--- src/rtl/main_control_fsm.sv ---
// Multi-cycle MIPS main control unit: sequences FETCH/DECODE/EXEC/MEM/WB from the
// latched IR opcode and drives the datapath/memory strobes plus the 2-bit ALU-op
// code for the ALU control unit. Stalls in FETCH/MEM_READ/MEM_WRITE until mem_ready.
// Ports:
//   clk, rst_n        clock, asynchronous active-low reset
//   opcode[5:0]       IR[31:26], stable from DECODE until return to FETCH
//   mem_ready         memory completes the current access this cycle
//   pc_write, pc_write_cond, i_or_d, mem_read, mem_write, ir_write,
//   mem_to_reg, reg_dst, reg_write, alu_src_a, alu_src_b[1:0], alu_op[1:0],
//   pc_source[1:0]    combinational strobes decoded from state (+mem_ready)
//   illegal_op        sticky flag, set when DECODE sees an unknown opcode
//   state[3:0]        current state (debug)
module main_control_fsm (
  input  logic       clk,
  input  logic       rst_n,
  input  logic [5:0] opcode,
  input  logic       mem_ready,
  output logic       pc_write,
  output logic       pc_write_cond,
  output logic       i_or_d,
  output logic       mem_read,
  output logic       mem_write,
  output logic       ir_write,
  output logic       mem_to_reg,
  output logic       reg_dst,
  output logic       reg_write,
  output logic       alu_src_a,
  output logic [1:0] alu_src_b,
  output logic [1:0] alu_op,
  output logic [1:0] pc_source,
  output logic       illegal_op,
  output logic [3:0] state
);

  localparam int unsigned SW = 4;
  localparam int unsigned OW = 6;

  localparam logic [OW-1:0] OP_R    = 6'b000000;
  localparam logic [OW-1:0] OP_LW   = 6'b100011;
  localparam logic [OW-1:0] OP_SW   = 6'b101011;
  localparam logic [OW-1:0] OP_BEQ  = 6'b000100;
  localparam logic [OW-1:0] OP_ADDI = 6'b001000;
  localparam logic [OW-1:0] OP_ANDI = 6'b001100;
  localparam logic [OW-1:0] OP_J    = 6'b000010;

  localparam logic [SW-1:0] S_IDLE      = 4'd0;
  localparam logic [SW-1:0] S_FETCH     = 4'd1;
  localparam logic [SW-1:0] S_DECODE    = 4'd2;
  localparam logic [SW-1:0] S_MEM_ADDR  = 4'd3;
  localparam logic [SW-1:0] S_MEM_READ  = 4'd4;
  localparam logic [SW-1:0] S_MEM_WB    = 4'd5;
  localparam logic [SW-1:0] S_MEM_WRITE = 4'd6;
  localparam logic [SW-1:0] S_R_EXEC    = 4'd7;
  localparam logic [SW-1:0] S_R_WB      = 4'd8;
  localparam logic [SW-1:0] S_BRANCH    = 4'd9;
  localparam logic [SW-1:0] S_JUMP      = 4'd10;
  localparam logic [SW-1:0] S_I_EXEC    = 4'd11;
  localparam logic [SW-1:0] S_I_WB      = 4'd12;

  logic [SW-1:0] state_q;
  logic [SW-1:0] state_d;
  logic          bad_opcode_c;

  assign state = state_q;

  // Opcode not in the supported instruction set
  always_comb begin
    bad_opcode_c = 1'b1;
    case (opcode)
      OP_R, OP_LW, OP_SW, OP_BEQ, OP_ADDI, OP_ANDI, OP_J: bad_opcode_c = 1'b0;
      default:                                            bad_opcode_c = 1'b1;
    endcase
  end

  // State register
  always_ff @(posedge clk or negedge rst_n) begin
    if (!rst_n) state_q <= S_IDLE;
    else        state_q <= state_d;
  end

  // Sticky illegal-opcode flag, only cleared by reset
  always_ff @(posedge clk or negedge rst_n) begin
    if (!rst_n)                                    illegal_op <= 1'b0;
    else if ((state_q == S_DECODE) && bad_opcode_c) illegal_op <= 1'b1;
  end

  // Next-state logic
  always_comb begin
    state_d = state_q;
    case (state_q)
      S_IDLE:   state_d = S_FETCH;
      S_FETCH:  if (mem_ready) state_d = S_DECODE;
      S_DECODE: begin
        case (opcode)
          OP_LW, OP_SW:     state_d = S_MEM_ADDR;
          OP_R:             state_d = S_R_EXEC;
          OP_BEQ:           state_d = S_BRANCH;
          OP_J:             state_d = S_JUMP;
          OP_ADDI, OP_ANDI: state_d = S_I_EXEC;
          default:          state_d = S_FETCH;
        endcase
      end
      S_MEM_ADDR:  state_d = (opcode == OP_SW) ? S_MEM_WRITE : S_MEM_READ;
      S_MEM_READ:  if (mem_ready) state_d = S_MEM_WB;
      S_MEM_WB:    state_d = S_FETCH;
      S_MEM_WRITE: if (mem_ready) state_d = S_FETCH;
      S_R_EXEC:    state_d = S_R_WB;
      S_R_WB:      state_d = S_FETCH;
      S_BRANCH:    state_d = S_FETCH;
      S_JUMP:      state_d = S_FETCH;
      S_I_EXEC:    state_d = S_I_WB;
      S_I_WB:      state_d = S_FETCH;
      // Unused encodings 13-15 recover through FETCH
      default:     state_d = S_FETCH;
    endcase
  end

  // Output decode; every strobe defaults to 0
  always_comb begin
    pc_write      = 1'b0;
    pc_write_cond = 1'b0;
    i_or_d        = 1'b0;
    mem_read      = 1'b0;
    mem_write     = 1'b0;
    ir_write      = 1'b0;
    mem_to_reg    = 1'b0;
    reg_dst       = 1'b0;
    reg_write     = 1'b0;
    alu_src_a     = 1'b0;
    alu_src_b     = 2'b00;
    alu_op        = 2'b00;
    pc_source     = 2'b00;
    case (state_q)
      S_FETCH: begin
        mem_read  = 1'b1;
        alu_src_b = 2'b01;
        // IR latch and PC+4 commit only in the cycle the fetch completes
        ir_write  = mem_ready;
        pc_write  = mem_ready;
      end
      S_DECODE: begin
        alu_src_b = 2'b11;
      end
      S_MEM_ADDR: begin
        alu_src_a = 1'b1;
        alu_src_b = 2'b10;
      end
      S_MEM_READ: begin
        mem_read = 1'b1;
        i_or_d   = 1'b1;
      end
      S_MEM_WB: begin
        reg_write  = 1'b1;
        mem_to_reg = 1'b1;
      end
      S_MEM_WRITE: begin
        mem_write = 1'b1;
        i_or_d    = 1'b1;
      end
      S_R_EXEC: begin
        alu_src_a = 1'b1;
        alu_op    = 2'b10;
      end
      S_R_WB: begin
        reg_write = 1'b1;
        reg_dst   = 1'b1;
      end
      S_BRANCH: begin
        alu_src_a     = 1'b1;
        alu_op        = 2'b01;
        pc_write_cond = 1'b1;
        pc_source     = 2'b01;
      end
      S_JUMP: begin
        pc_write  = 1'b1;
        pc_source = 2'b10;
      end
      S_I_EXEC: begin
        alu_src_a = 1'b1;
        alu_src_b = 2'b10;
        alu_op    = (opcode == OP_ANDI) ? 2'b11 : 2'b00;
      end
      S_I_WB: begin
        reg_write = 1'b1;
      end
      default: begin
      end
    endcase
  end

endmodule
--- config.mk ---
export PLATFORM = sky130hd
export DESIGN_NAME = main_control_fsm
export DESIGN_NICKNAME = d
export VERILOG_FILES = /design/src/rtl/main_control_fsm.sv
export SDC_FILE = /design/constraint.sdc
export NUM_CORES = 1
export LEC_CHECK = 0
export ABC_AREA = 0
export BUFFER_PORTS_ARGS = -buffer_cell sky130_fd_sc_hd__buf_4
export CAP_MARGIN = 0
export CORE_MARGIN = 4
export CORE_UTILIZATION = 40
export DETAILED_ROUTE_END_ITERATION = 8
export GPL_TIMING_DRIVEN = 0
export MAX_ROUTING_LAYER = met4
export PLACE_DENSITY = 0.72
export REMOVE_ABC_BUFFERS = 1
export SLEW_MARGIN = 20
export SYNTH_ARGS = -nofsm -noshare
export SYNTH_HDL_FRONTEND = slang
export SYNTH_SLANG_ARGS = --single-unit
export TNS_END_PERCENT = 5
--- constraint.sdc ---
create_clock -name clk -period 2.2 [get_ports clk]
set_input_delay 0.33 -clock clk [delete_from_list [all_inputs] [get_ports clk]]
set_output_delay 0.33 -clock clk [all_outputs]
set_load 0.05 [all_outputs]
# Word-level counts from Yosys, hierarchy flattened
# Index checks and enable logic that the tools add are counted.
[word_totals] in_bits=9 romBits=0 register_bits=5 mem_bits_rw=0 n_memories=0 out_inout_bits=21 latchBits=0
[classes] bitwise_logic=0 eq_ne=21 n_reduce_logical=11 div_mod_pow=0 multipliers=0 mux=21 n_shift=0 order_cmp=0 n_addsub=0
[ops] op="case mux 4 bit (7 select lines)" n=1
[ops] op="equality test 4 bit, second input constant" n=5
[ops] op="case mux 4 bit (5 select lines)" n=1
[ops] op="equality test 4 x 3 -> 1 bit, second input constant" n=4
[ops] op="equality test 6 x 4 -> 1 bit, second input constant" n=2
[ops] op="equality test 6 bit, second input constant" n=2
[ops] op="two-way mux 4 bit" n=3
[ops] op="case mux 2 bit (3 select lines)" n=2
[ops] op="two-way mux 1 bit" n=10
[ops] op="OR reduction 2 bit" n=5
[ops] op="equality test 4 x 2 -> 1 bit, second input constant" n=2
[ops] op="OR reduction 7 bit" n=1
[ops] op="equality test 6 x 2 -> 1 bit, second input constant" n=1
[ops] op="equality test 6 x 3 -> 1 bit, second input constant" n=1
[ops] op="logical NOT 6 bit" n=1
[ops] op="!= test 2 bit, second input constant" n=3
[ops] op="equality test 4 x 1 -> 1 bit, second input constant" n=1
[ops] op="two-way mux 2 bit" n=2
[ops] op="case mux 2 bit (2 select lines)" n=1
[ops] op="OR reduction 4 bit" n=1
[ops] op="AND reduction 3 bit" n=1
[ops] op="OR reduction 3 bit" n=1
[ops] op="case mux 1 bit (2 select lines)" n=1
[ops] op="logical AND 1 bit" n=1

# Longest topological paths before layout
# Gate-level depths: netlist of run 1.
[logic_depth] ltp_word=4 mapped_depth=5 depth_no_buf=3

# Worst setup path after synthesis of run 1
# No wires, ideal clock.
[synth_path] path_kind="reg2out" from="reg state_q[0] (netlist: state[0])" to="out pc_source[0]" required_time_ps=1870 path_stages_with_launch=6 n_path_buf=3 setup_slack_ps=-330 arrival_time_ps=2200 cell_sequence="dfrtp_1 buf_2 buf_2 nand2_1 nor2_1 buf_4"
[synth_between] elab_chain_len=2 word_cells_on_any_way=3 cone_classes="eq/ne: 2; mux: 1"
[synth_rtl] item="start: declaration" line_no="60" rtl="logic [SW-1:0] state_q;"
[synth_rtl] item="start signal: assignment" line_no="78" rtl="else state_q <= state_d;"
[synth_rtl] item="equality test 4 bit" line_no="133" rtl="case (state_q)"
[synth_rtl] item="case mux 2 bit (2 select lines) (*)" line_no="133"
[synth_rtl] item="end: declaration" line_no="30" rtl="output logic [1:0] pc_source,"
# Every way passes the cells marked *; elsewhere a longest branch is shown, timed or not.

# Worst setup path in the final report of run 1
[layout_path] from="reg state_q[1] (netlist: state[1])" to="out pc_write"
[layout_between] elab_chain_len=2 word_cells_on_any_way=3 cone_classes="eq/ne: 2; mux: 1"
[layout_rtl] item="equality test 4 bit or equality test 4 x 1 -> 1 bit (tied branches)" line_no="133"
[layout_rtl] item="case mux 1 bit (2 select lines) (*)" line_no="133"
[layout_rtl] item="end: declaration" line_no="18" rtl="output logic pc_write,"
# Marked as above.

==> results by stage, run 1 <==
Status:
- The flow ran to the end, and the final reports show no timing, DRC or antenna violations.

Synthesis:
- The most used flip-flop cell after synthesis is sky130_fd_sc_hd__dfrtp_1.
- Ranked by total cell area, the synthesized netlist is headed by sky130_fd_sc_hd__dfrtp_1, sky130_fd_sc_hd__nor2_1, sky130_fd_sc_hd__a21oi_1.
- Yosys mapped a number of flops with a built-in enable equal to 0.
- The sequential cell area fraction in the yosys report is between 20% and 30%.
- The cell type with the largest total area after synthesis is sky130_fd_sc_hd__dfrtp_1.
- The total of flip-flops plus latches after synthesis is 5.
- The total standard cell area after synthesis is between 500 and 600 um2.
- The synthesized design devotes to its leading area cell type a little over a fifth of total area.
- The average cell area after synthesis is 7.52 um2.
- The count of synthesis-stage warnings from yosys is 0.
- The share of async-settable or async-resettable flops after synthesis is between 90% and 100%.
- The gate count of the mapped netlist is a little under 80.
- The number of distinct library cells after synthesis is 37.

Placed design:
- Detailed placement ended at an HPWL of 1250 um.
- The congestion estimate from routability-driven global placement came to around 0.8.
- Prior to clock tree synthesis, the placed netlist has a worst setup slack of 0.324 ns.
- In this run the cell area measured after placement is a little under 800 um2.
- Input and output buffers added on the ports amount to 29.

Timing:
- Setup repair after global routing left no endpoint under its margin.
- The final-report hold violation count is 0.
- At the pin with the least slew margin, the transition time is about 0.50 ns.
- The count of pins over their slew limit is 0.
- Setup violations remaining at the end of the flow were counted as 0.
- For the final database, setup skew stands at ~0.0053 ns.
- In the finished design, the share of the clock period the worst path needs comes to 92.2%.
- Headroom to the max-slew limit came out at 66.9%.
- Static timing analysis puts the maximum clock frequency at 493 MHz.
- Summed over all failing endpoints, the final setup total negative slack is 0 ns.
- Counting I/O delays and the setup requirement, the final critical path takes just over 2 ns.
- Once routing completed, OpenROAD measured the worst setup slack at approximately 0.17 ns.

Route:
- The first detailed-routing pass took 4 iterations.
- The routed design uses between 700 and 800 um of met2 wire.
- In the final routing, the length of wire on met1 measures 746 um.
- In this run, the number of DRC markers left after iteration 0 of detailed routing was 13.
- In the routed design, unresolved DRC markers number 0.
- The routed length per instance is ~14 um.
- The uppermost layer routed is met3.
- Wire segments on met3 add up to around 150 um in the final route.
- The routed layout has approximately 690 vias.
- The antenna violation net count after detailed routing is 0.
- The sum of routed wire length over all layers is 1660 um.
- The detail-routed via count per cell is approximately 5.7.

Die:
- The area inside the core boundary is 1350 um2.
- The die covers about 2200 um2.
- The floorplan die height is approximately 47 um.
- The initial utilization of the core area, before any placement, comes to 44.0%.
- Pin placement for this block handled 30 I/O pins.
- Measured along the x axis, the die boundary spans between 40 and 50 um.
- The row count is 13.

Worst setup path:
- The maximum fanout along the worst path is 16.
- The required time of the critical path is 1.87 ns.
- The worst setup path is captured at a primary output.
- The arrival time of data at the critical path endpoint is 1.70 ns.
- Traced cell by cell, the critical path runs through nor4b_1 > and2_1 > or2_1 > buf_4.
- The start of the worst register-to-register path is state[1].
- The length in cells of the worst reg-to-reg path is 3.
- STA classifies the critical path startpoint as a register.
- The worst path buffer plus inverter count is 1.
- The stage delay of the slowest cell on the critical path is ~0.55 ns.
- In this run the critical register-to-register path is captured at illegal_op.
- Setup slack on the worst reg-to-reg path comes out at 0.79 ns.
- The cell type of the slowest stage on the worst timing path is sky130_fd_sc_hd__dfrtp_1.
- The critical path in this run is classified as reg -> out.
- The cell family contributing the most delay on the critical path is simple AND/OR/NAND/NOR gates.

Global route:
- The number of antenna violations at the first check in global routing was 0.
- The overall fraction of global-route tracks in use is 18.7%.
- The first global-routing pass estimated approximately 2800 um of wire.
- The pin count of the biggest net entering global routing is 22.
- The number of global-route vias before repair is approximately 630.
- The total overflow left after global routing is 0.

CTS:
- The clock tree root driver cell is sky130_fd_sc_hd__clkbuf_4.
- The register clock-pin slew on the reported worst setup and hold paths is approximately 0.05 ns.
- The clock drives 5 sinks.
- The number of buffers inserted by post-CTS setup repair is 0.
- The clock insertion delay at the later pin of the skew report is 0.24 ns.
- In this run, CTS created clock tree buffers numbering 3.
- The CTS tree is yes.
- The clock tree buffer depth is 2.
- CTS built an H-tree with a depth of 1.

Power:
- The analysis attributes to net switching a power of 0.678 mW.
- The share of power burned in the clock network is a little under a tenth.
- The leakage power figure is between 0.3 and 0.4 nW.
- The power per cell area is around 1400 nW/um2.
- The internal power component is 0.448 mW.
- Of the total power, registers draw around 20%.
- The worst ir drop on vdd is a little under 800 uV.
- The switching share of power is 60.2%.
- Combinational cells account for 70.4% of the total power.
- The total power draw is 1.13 mW.

Worst hold path:
- The class of the worst hold path is in -> async.

Job:
- Max-cap violations in this run came to 0.

Cells and area:
- The library cell used most frequently in the layout, excluding fill and tap cells, is sky130_fd_sc_hd__buf_4.
- The finished cells cover between 800 and 900 um2.
- The area growth from synthesis to layout is 38.1%.
- The final net count is between 100 and 150.
- 0 antenna diodes ended up in the layout.
- The proportion of layout cells with a drive suffix above 1 is a little over a third.
- In the layout the commonest cells are sky130_fd_sc_hd__buf_4, sky130_fd_sc_hd__nor2_1, sky130_fd_sc_hd__nand2_1, sky130_fd_sc_hd__a21oi_1.
==> synthesized netlist by cell type, types with 2 or more instances <==
cell and n:
sky130_fd_sc_hd__o21ai_0 2, sky130_fd_sc_hd__nor3b_1 2, sky130_fd_sc_hd__nor2_1 10, sky130_fd_sc_hd__a31o_1 2, sky130_fd_sc_hd__nor3_1 4, sky130_fd_sc_hd__buf_2 5, sky130_fd_sc_hd__dfrtp_1 5, sky130_fd_sc_hd__nand2_1 6
sky130_fd_sc_hd__nand3_1 2, sky130_fd_sc_hd__inv_1 2, sky130_fd_sc_hd__nor4b_1 3, sky130_fd_sc_hd__a21oi_1 6, sky130_fd_sc_hd__nand2b_1 3, sky130_fd_sc_hd__nor2b_1 4
==> final cells by class <==
type	count	area, um2
multi-input cells	64	414
inverters	2	7.51
repair buffers	30	228
fillers	136	529
clock buffers	4	26.3
well taps	15	18.8
flip-flops and latches	5	126
==> sequential cells by signal, summed over array words and instances (netlist names) <==
name	cells
state	4
illegal_op	1
==> metrics by stage <==
step / util (%) / cells / hold slack [ns]
floorplan: - / 71 / 0.0344
global placement: 58.0 / 115 / 0.131
detailed placement: 58.0 / 115 / 0.133
CTS: 60.7 / 120 / 0.414
global route: 60.8 / 120 / 0.416
finish: 60.8 / 120 / 0.425
==> power groups by stage <==
stage	Sequential, mW	Clock [mW]	Combinational, mW
3_3_place_gp	0.224	0	0.791
4_1_cts	0.223	0.111	0.800
6_report	0.225	0.107	0.793
3_5_place_dp	0.223	0	0.796
2_1_floorplan	0.283	0	0.492
5_1_grt	0.242	0.121	0.838
==> how the worst max path moves through the flow <==
stage | start | end | slack (ns) | cells after the start
finish | state[1] | pc_write | 0.17 | 4
global route | state[1] | pc_write | 0.02 | 4
CTS | state[0] | pc_write | 0.06 | 4
detailed placement | state[0] | pc_write | 0.32 | 4
global placement | state[0] | pc_write | 0.33 | 4
floorplan | state[0] | pc_source[0] | -0.49 | 2
==> layer usage <==
layer,vias to the layer above,global-route usage [%]
li1,341,-
met1,315,25.1
met2,31,29.1
met3,0,5.86
met4,0,0
met5,-,-
==> kinds of logic (layout without fill, tap and decap cells) <==
kind of cell / count (synthesis) / after routing / share of synthesized area [%]
muxes: 1 / 1 / 1.68
buffers and inverters: 10 / 36 / 9.26
and+or+nand+nor: 43 / 43 / 42.7
xor gates and xnor gates: 1 / 1 / 1.47
DFF: 5 / 5 / 21.1
AOI/OAI and AO/OA: 19 / 19 / 23.8
==> timing repair <==
item / CTS / global route
endpoints found under the hold margin: 5 / 0
hold buffers: 1 / 0
gates resized for setup: 0 / 1
setup endpoints to repair: 0 / 2
(Power assumes the default switching activity.)
==> run 2: changes to the inputs <==
--- a/config.mk
+++ b/config.mk
@@ -8,11 +8,9 @@
 export ABC_AREA = 0
 export BUFFER_PORTS_ARGS = -buffer_cell sky130_fd_sc_hd__buf_4
 export CAP_MARGIN = 0
-export CORE_MARGIN = 4
 export CORE_UTILIZATION = 40
 export DETAILED_ROUTE_END_ITERATION = 8
 export GPL_TIMING_DRIVEN = 0
-export MAX_ROUTING_LAYER = met4
 export PLACE_DENSITY = 0.72
 export REMOVE_ABC_BUFFERS = 1
 export SLEW_MARGIN = 20
==> results by stage, run 2 (synthesis results as in run 1) <==
Timing:
- On the final layout, the worst hold slack is between 0.4 and 0.5 ns.
- Setup repair after global routing left no endpoint under its margin.
- Setup violations remaining at the end of the flow were counted as 0.
- Headroom to the max-slew limit came out at about two thirds.
- The count of pins over their slew limit is 0.
- Between clock sinks in the finished design, the worst skew comes to 0.00498 ns.
- At the pin with the least slew margin, the transition time is approximately 0.49 ns.
- The final worst-path cycle share is 92.8%.
- The setup slack of the critical path after layout is about 0.16 ns.
- The final critical path time including I/O delays and setup is between 2 and 2.5 ns.
- The final-report hold violation count is 0.
- Derived from the worst setup path, the maximum achievable clock frequency is 490 MHz.

Status:
- The run finished with clean final reports.

Cells and area:
- The layout has 130 filler cells.
- In the final layout, the multi-input gates occupy approximately 410 um2.
- The proportion of layout cells with a drive suffix above 1 is 35.2%.
- The most frequent standard cell in the layout excluding fill and tap cells is sky130_fd_sc_hd__buf_4.
- The final net count is between 100 and 150.
- The number of standard cells in the final layout excluding fillers is 120.
- In the layout the commonest cells are sky130_fd_sc_hd__buf_4, sky130_fd_sc_hd__nor2_1, sky130_fd_sc_hd__nand2_1, sky130_fd_sc_hd__a21oi_1.
- The number of antenna repair diodes is 0.
- The area taken by flip-flops and latches is between 100 and 150 um2.
- From synthesis to final layout, the design area changed by 38.1%.
- The number of flip-flops in the largest register is 4.

Route:
- The antenna violation net count after detailed routing is 0.
- Summed over all layers, the routed wires come to approximately 1600 um.
- The first detailed-routing pass ran for 4 iterations.
- The detail-routed via count per cell is between 5 and 6.
- After detailed routing, the average wire length per cell comes to between 10 and 15 um.
- The first routing iteration left 13 violations.
- In the routed design, unresolved DRC markers number 0.
- The final route contains 703 vias.

Worst setup path:
- The required time of the critical path is about 1.9 ns.
- The arrival time of data at the critical path endpoint is 1.71 ns.
- The endpoint kind of the worst setup timing path is a primary output.
- The critical path in this run is classified as reg -> out.
- The type of element launching the critical path is a register.
- In this run the worst path has a maximum fanout of 16.

Power:
- For this design the static power due to leakage is between 0.3 and 0.4 nW.
- Overall power consumption after layout is estimated at 1.13 mW.
- The power per cell area is 1380 nW/um2.
- The worst ir drop on vdd is 730 uV.

CTS:
- The number of buffers created by CTS is 3.
- The count of H-tree levels built during CTS is 1.
- The clock tree buffer depth is 2.
- The tree is rooted in a sky130_fd_sc_hd__clkbuf_4.
- The clock reaches the later pin of the worst-skew pair after between 0.2 and 0.3 ns.
- After clock tree synthesis, the clock-pin slew on the worst setup and hold paths is 0.05 ns.
- TritonCTS built the clock tree.
- The count of clock tree sinks is 5.

Global route:
- Entering global routing, the biggest net connects 22 pins.
- Global routing consumed, over all layers together, 22.9% of the routing resources.
- The final global-route overflow total is 0.
- The number of antenna violations at the first check in global routing came to 0.
- The first global-routing pass estimated 2440 um of wire.
- The number of global-route vias before repair is 581.

Placed design:
- The post-placement setup slack is around 0.33 ns.
- The number of instances in the placed design is 115.
- The congestion estimate from routability-driven global placement came to around 0.76.
- The number of input and output port buffers inserted is 29.
- Once detailed placement completed, the half-perimeter wirelength came to 1190 um.

Die:
- For this configuration, the core starts out at a cell density of roughly 45%.
- The area inside the core boundary is 1330 um2.
- The total I/O pin count is 30.
- The floorplan die height is between 40 and 50 um.
- The chip width is around 41 um.
- In this run the core area contains 13 standard-cell rows.
- The floorplan step defined a die boundary enclosing 1640 um2.

Worst hold path:
- The class of the worst hold path is in -> reg.

Job:
- The tool flagged a number of max-cap violations equal to 0.
[run 2: cell counts in the layout (fill, tap and decap cells not counted)]
No cell type changed its count.
[run 2: final cells by class]
type,count,area share [%]
Inverter,2,0.915
Tap cell,15,2.29
Timing Repair Buffer,30,27.7
Clock buffer,4,3.20
Sequential cell,5,15.4
Multi-Input combinational cell,64,50.5
[run 2: final timing paths]
check / start / end / slack [ns] / depth (start not counted)
worst max-delay path: state[1] / pc_write / 0.16 / 4
worst min-delay path: mem_ready / state[2] / 0.41 / 3
worst max register to register: state[3] / state[3] / 0.78 / 3
worst min register to register: illegal_op / illegal_op / 0.47 / 1
max in group asynchronous: rst_n / state[0] / 1.65 / 2
min in group asynchronous: rst_n / state[1] / 0.42 / 2
[run 2: worst max-delay path, cell delays in order (launching register included)]
cell and delay (ns):
sky130_fd_sc_hd__dfrtp_1 0.55, sky130_fd_sc_hd__nor4b_1 0.43, sky130_fd_sc_hd__and2_1 0.20, sky130_fd_sc_hd__or2_1 0.10, sky130_fd_sc_hd__buf_4 0.19
[run 2: where the power goes]
group / total, mW / switching (mW) / internal, mW
clock: 0.112 / 0.0427 / 0.0689
combinational: 0.796 / 0.535 / 0.261
sequential: 0.224 / 0.106 / 0.118
[run 2: what timing repair did]
action | CTS | global route
setup endpoints to repair | 0 | 1
hold buffers | 1 | 0
setup buffers | 0 | 0
hold endpoints to repair | 5 | 0
resized for setup | 0 | 1
[run 2: routing by layer]
metal	GRT usage [%]	vias to the layer above	routed length [um]
met1	27.1	322	680
met3	5.00	2	91
met4	10.0	0	19
met2	38.9	34	840
li1	-	345	-
met5	0	-	0
[run 2: metrics by stage]
stage / cell area [um2] / setup TNS (ns) / util [%]
after floorplan: 547 / -1.97 / -
after global routing: 821 / 0 / 61.5
after global placement: 783 / 0 / 58.7
after CTS: 820 / 0 / 61.4
final: 821 / 0 / 61.5
after detailed placement: 783 / 0 / 58.7
==> run 3: changes to the inputs <==
--- a/config.mk
+++ b/config.mk
@@ -5,11 +5,12 @@
 export SDC_FILE = /design/constraint.sdc
 export NUM_CORES = 1
 export LEC_CHECK = 0
-export ABC_AREA = 0
+export ABC_AREA = 1
 export BUFFER_PORTS_ARGS = -buffer_cell sky130_fd_sc_hd__buf_4
 export CAP_MARGIN = 0
-export CORE_UTILIZATION = 40
+export CORE_AREA = 2 2 39 41
 export DETAILED_ROUTE_END_ITERATION = 8
+export DIE_AREA = 0 0 41 43
 export GPL_TIMING_DRIVEN = 0
 export PLACE_DENSITY = 0.72
 export REMOVE_ABC_BUFFERS = 1
==> results by stage, run 3 <==
Status:
- The run finished with clean final reports.

Placed design:
- The half-perimeter wire length after detailed placement is 1120 um.
- The congestion estimate from routability-driven global placement came to 0.807.
- The number of input and output port buffers inserted is 29.
- The number of instances in the placed design is ~130.

Power:
- The total power draw is about 1.2 mW.
- Power spread over the standard cell area amounts to 1600 nW/um2.
- The analysis attributes to cell leakage a power of between 0.4 and 0.5 nW.
- Across the VDD grid, the largest voltage drop is about 850 uV.

Synthesis:
- The sequential cell area fraction in the yosys report is between 20% and 30%.
- The dominant synthesized flop cell is sky130_fd_sc_hd__dfrtp_1.
- The synthesized design spends more area on one cell type than any other, namely sky130_fd_sc_hd__dfrtp_1.
- The average cell area after synthesis is slightly below 6 um2.
- During synthesis, Yosys emitted a total of 0 warnings.
- The total of flip-flops plus latches after synthesis is 5.
- The fraction of post-synthesis cell area in the top cell type by area is 24.4%.
- For this run, asynchronously set or reset flops after synthesis account for 100%.
- The number of distinct library cells after synthesis is 19.
- In the post-synthesis netlist, the biggest area contributors are sky130_fd_sc_hd__dfrtp_1, sky130_fd_sc_hd__nor2_1, sky130_fd_sc_hd__nand2_1.
- In the synthesized netlist, the cells that appear most often are sky130_fd_sc_hd__nor2_1, sky130_fd_sc_hd__nand2_1, sky130_fd_sc_hd__inv_1.
- After synthesis the cells add up to slightly above 500 um2.
- In this run, synthesis inferred 0 flip-flops with an integrated enable.
- The most common cell in the synthesized netlist is sky130_fd_sc_hd__nor2_1.
- The gate count of the mapped netlist is just under 90.

Timing:
- Setup repair after global routing left no endpoint under its margin.
- The setup clock skew after layout is between 0.0009 and 0.001 ns.
- Setup violations remaining at the end of the flow were counted as 0.
- The final critical path time including I/O delays and setup is around 1.8 ns.
- The final worst-path cycle share is roughly 82%.
- The maximum frequency from static timing analysis is 552 MHz.
- The max-slew headroom at the worst pin is between 80% and 90%.
- The count of pins over their slew limit came to 0.
- The transition at the pin with the smallest max-transition slack is 0.271 ns.
- The final-report hold violation count is 0.

Worst setup path:
- The stage delay of the slowest cell on the critical path is just under 0.5 ns.
- The top cell family by delay on the critical path is flip-flops.
- The length in cells of the worst reg-to-reg path is 6.
- The instance count on the critical path is 5.
- The arrival time of data at the critical path endpoint is 1.48 ns.
- The critical path goes through nand2_2 > nor2_4 > inv_2 > o22ai_1 > buf_4.
- STA classifies the critical path endpoint as a primary output.
- The maximum fanout along the worst path is 6.
- The slowest stage of the critical path belongs to the cell sky130_fd_sc_hd__dfrtp_1.
- The start of the worst register-to-register path is state[0].
- STA classifies the critical path startpoint as a register.
- The required time of the critical path is approximately 1.9 ns.
- The worst setup path startpoint is state[0].
- The critical path is of the reg -> out type.
- The worst path buffer plus inverter count is 2.

Die:
- The area inside the core boundary is around 1400 um2.
- The floorplan has 14 rows.
- The die is 41 um wide.
- The floorplan step defined a die boundary enclosing 1760 um2.
- The total I/O pin count is 30.
- The die is ~43 um tall.
- The initial utilization of the core area, before any placement, comes to between 30% and 40%.

Route:
- The antenna violation net count after detailed routing is 0.
- The met3 wire length is approximately 69 um.
- Detailed routing placed a total of between 600 and 700 um of wire on met2.
- The detail-routed via count per cell is between 4 and 5.
- Dividing the detail-routed wire length by the instance count gives 10.0 um.
- Wires add up to approximately 1400 um.
- The DRC violations left is 0.
- In this run the top signal layer used is met3.
- The pre-antenna-repair detailed-routing pass consisted of 4 iterations.
- The routed layout has approximately 640 vias.
- The initial DRC count is 6.
- The routed length on met1 is between 600 and 700 um.

Global route:
- Global routing finished with a remaining overflow of 0.
- The pin count of the biggest net entering global routing is 9.
- The number of global-route vias before repair is between 500 and 600.
- Across every metal layer, demand over resource in global routing totals around 18%.
- The global-route wire length before repair is around 2200 um.
- The number of antenna violations at the first check in global routing is 0.

Cells and area:
- The repair_antennas step left the layout with diodes totalling 0.
- The library cells used most frequently in the layout, excluding fill and tap cells, are sky130_fd_sc_hd__buf_4, sky130_fd_sc_hd__nor2_1, sky130_fd_sc_hd__nand2_1.
- Relative to the synthesized area, the layout overhead comes to 52.1%.
- The most frequent standard cell in the layout excluding fill and tap cells is sky130_fd_sc_hd__buf_4.
- Excluding fillers, the count of instances in the completed layout stands at around 140.
- The final net count is between 100 and 150.
- The number of flip-flops in the largest register is 4.
- The proportion of layout cells with a drive suffix above 1 is between 30% and 40%.

CTS:
- The clock insertion delay at the later pin of the skew report is between 0.2 and 0.25 ns.
- The cell sitting at the root of the clock tree is a sky130_fd_sc_hd__clkbuf_4.
- The CTS tree is yes.
- In this run, CTS created clock tree buffers numbering 3.
- The longest clock path from root to sink contains 2 buffers.
- The number of buffers inserted by post-CTS setup repair is 0.
- In this run the number of H-tree levels came out at 1.
- For this design, the sink count on the clock tree is 5.
- After clock tree synthesis, the clock-pin slew on the worst setup and hold paths is approximately 0.040 ns.

Job:
- Across the run, the number of max-cap violations was 0.

Worst hold path:
- The class of the worst hold path is in -> async.
-- run 3: area by class of cell --
class / instances / area, um2
fillers: 139 / 606
multi-input cells: 66 / 323
repair buffers: 30 / 228
flip-flops and latches: 5 / 125
inverters: 15 / 56.3
clock buffers: 4 / 26.3
well taps: 16 / 20.0
-- run 3: timing repair --
action                                 CTS  global route
gates resized for setup                  0             0
endpoints found under the hold margin    5             0
hold buffers                             1             0
-- run 3: where the power goes --
| part | switching, mW | internal, mW |
|---|---|---|
| Combinational | 0.698 | 0.270 |
| Sequential | 0.0493 | 0.123 |
| Clock | 0.0335 | 0.0683 |
-- run 3: kinds of logic (layout without fill, tap and decap cells) --
group                  count (synthesis)  in the layout  synth area share, %
buffers and inverters                 16             49                 12.5
and+or+nand+nor                       52             52                 45.5
DFF                                    5              5                 24.4
AOI/OAI and AO/OA                     14             14                 17.6
-- run 3: worst register-to-register path, stage by stage, from the launching register on --
cell and delay, ns:
sky130_fd_sc_hd__dfrtp_1 0.46, sky130_fd_sc_hd__inv_2 0.11, sky130_fd_sc_hd__nand2_2 0.08, sky130_fd_sc_hd__nor2_2 0.23
sky130_fd_sc_hd__nor2_1 0.10, sky130_fd_sc_hd__nand3_1 0.07, sky130_fd_sc_hd__a31oi_1 0.07
-- run 3: stage by stage --
step	instance area [um2]	utilization (%)	worst slack [ns]	setup TNS, ns	hold slack [ns]
2_1_floorplan	504	-	-0.321	-1.16	0.0344
3_3_place_gp	742	53.6	0.675	0	0.132
3_5_place_dp	742	53.6	0.654	0	0.132
4_1_cts	778	56.2	0.389	0	0.417
5_1_grt	778	56.2	0.275	0	0.437
6_report	778	56.2	0.389	0	0.423
-- run 3: metal layers --
layer  global-route usage [%]  vias up
li1                         -      337
met1                     27.8      279
met2                     25.3       23
met3                        0        0
met4                     6.00        0
met5                        0        -
-- run 3: path summary, 6_finish.rpt --
check	to	slack, ns
min reg2reg	illegal_op	0.47
max	pc_write	0.39
max in group asynchronous	state[0]	1.67
min	state[3]	0.42
max reg2reg	state[0]	0.95
min in group clk	state[1]	0.43
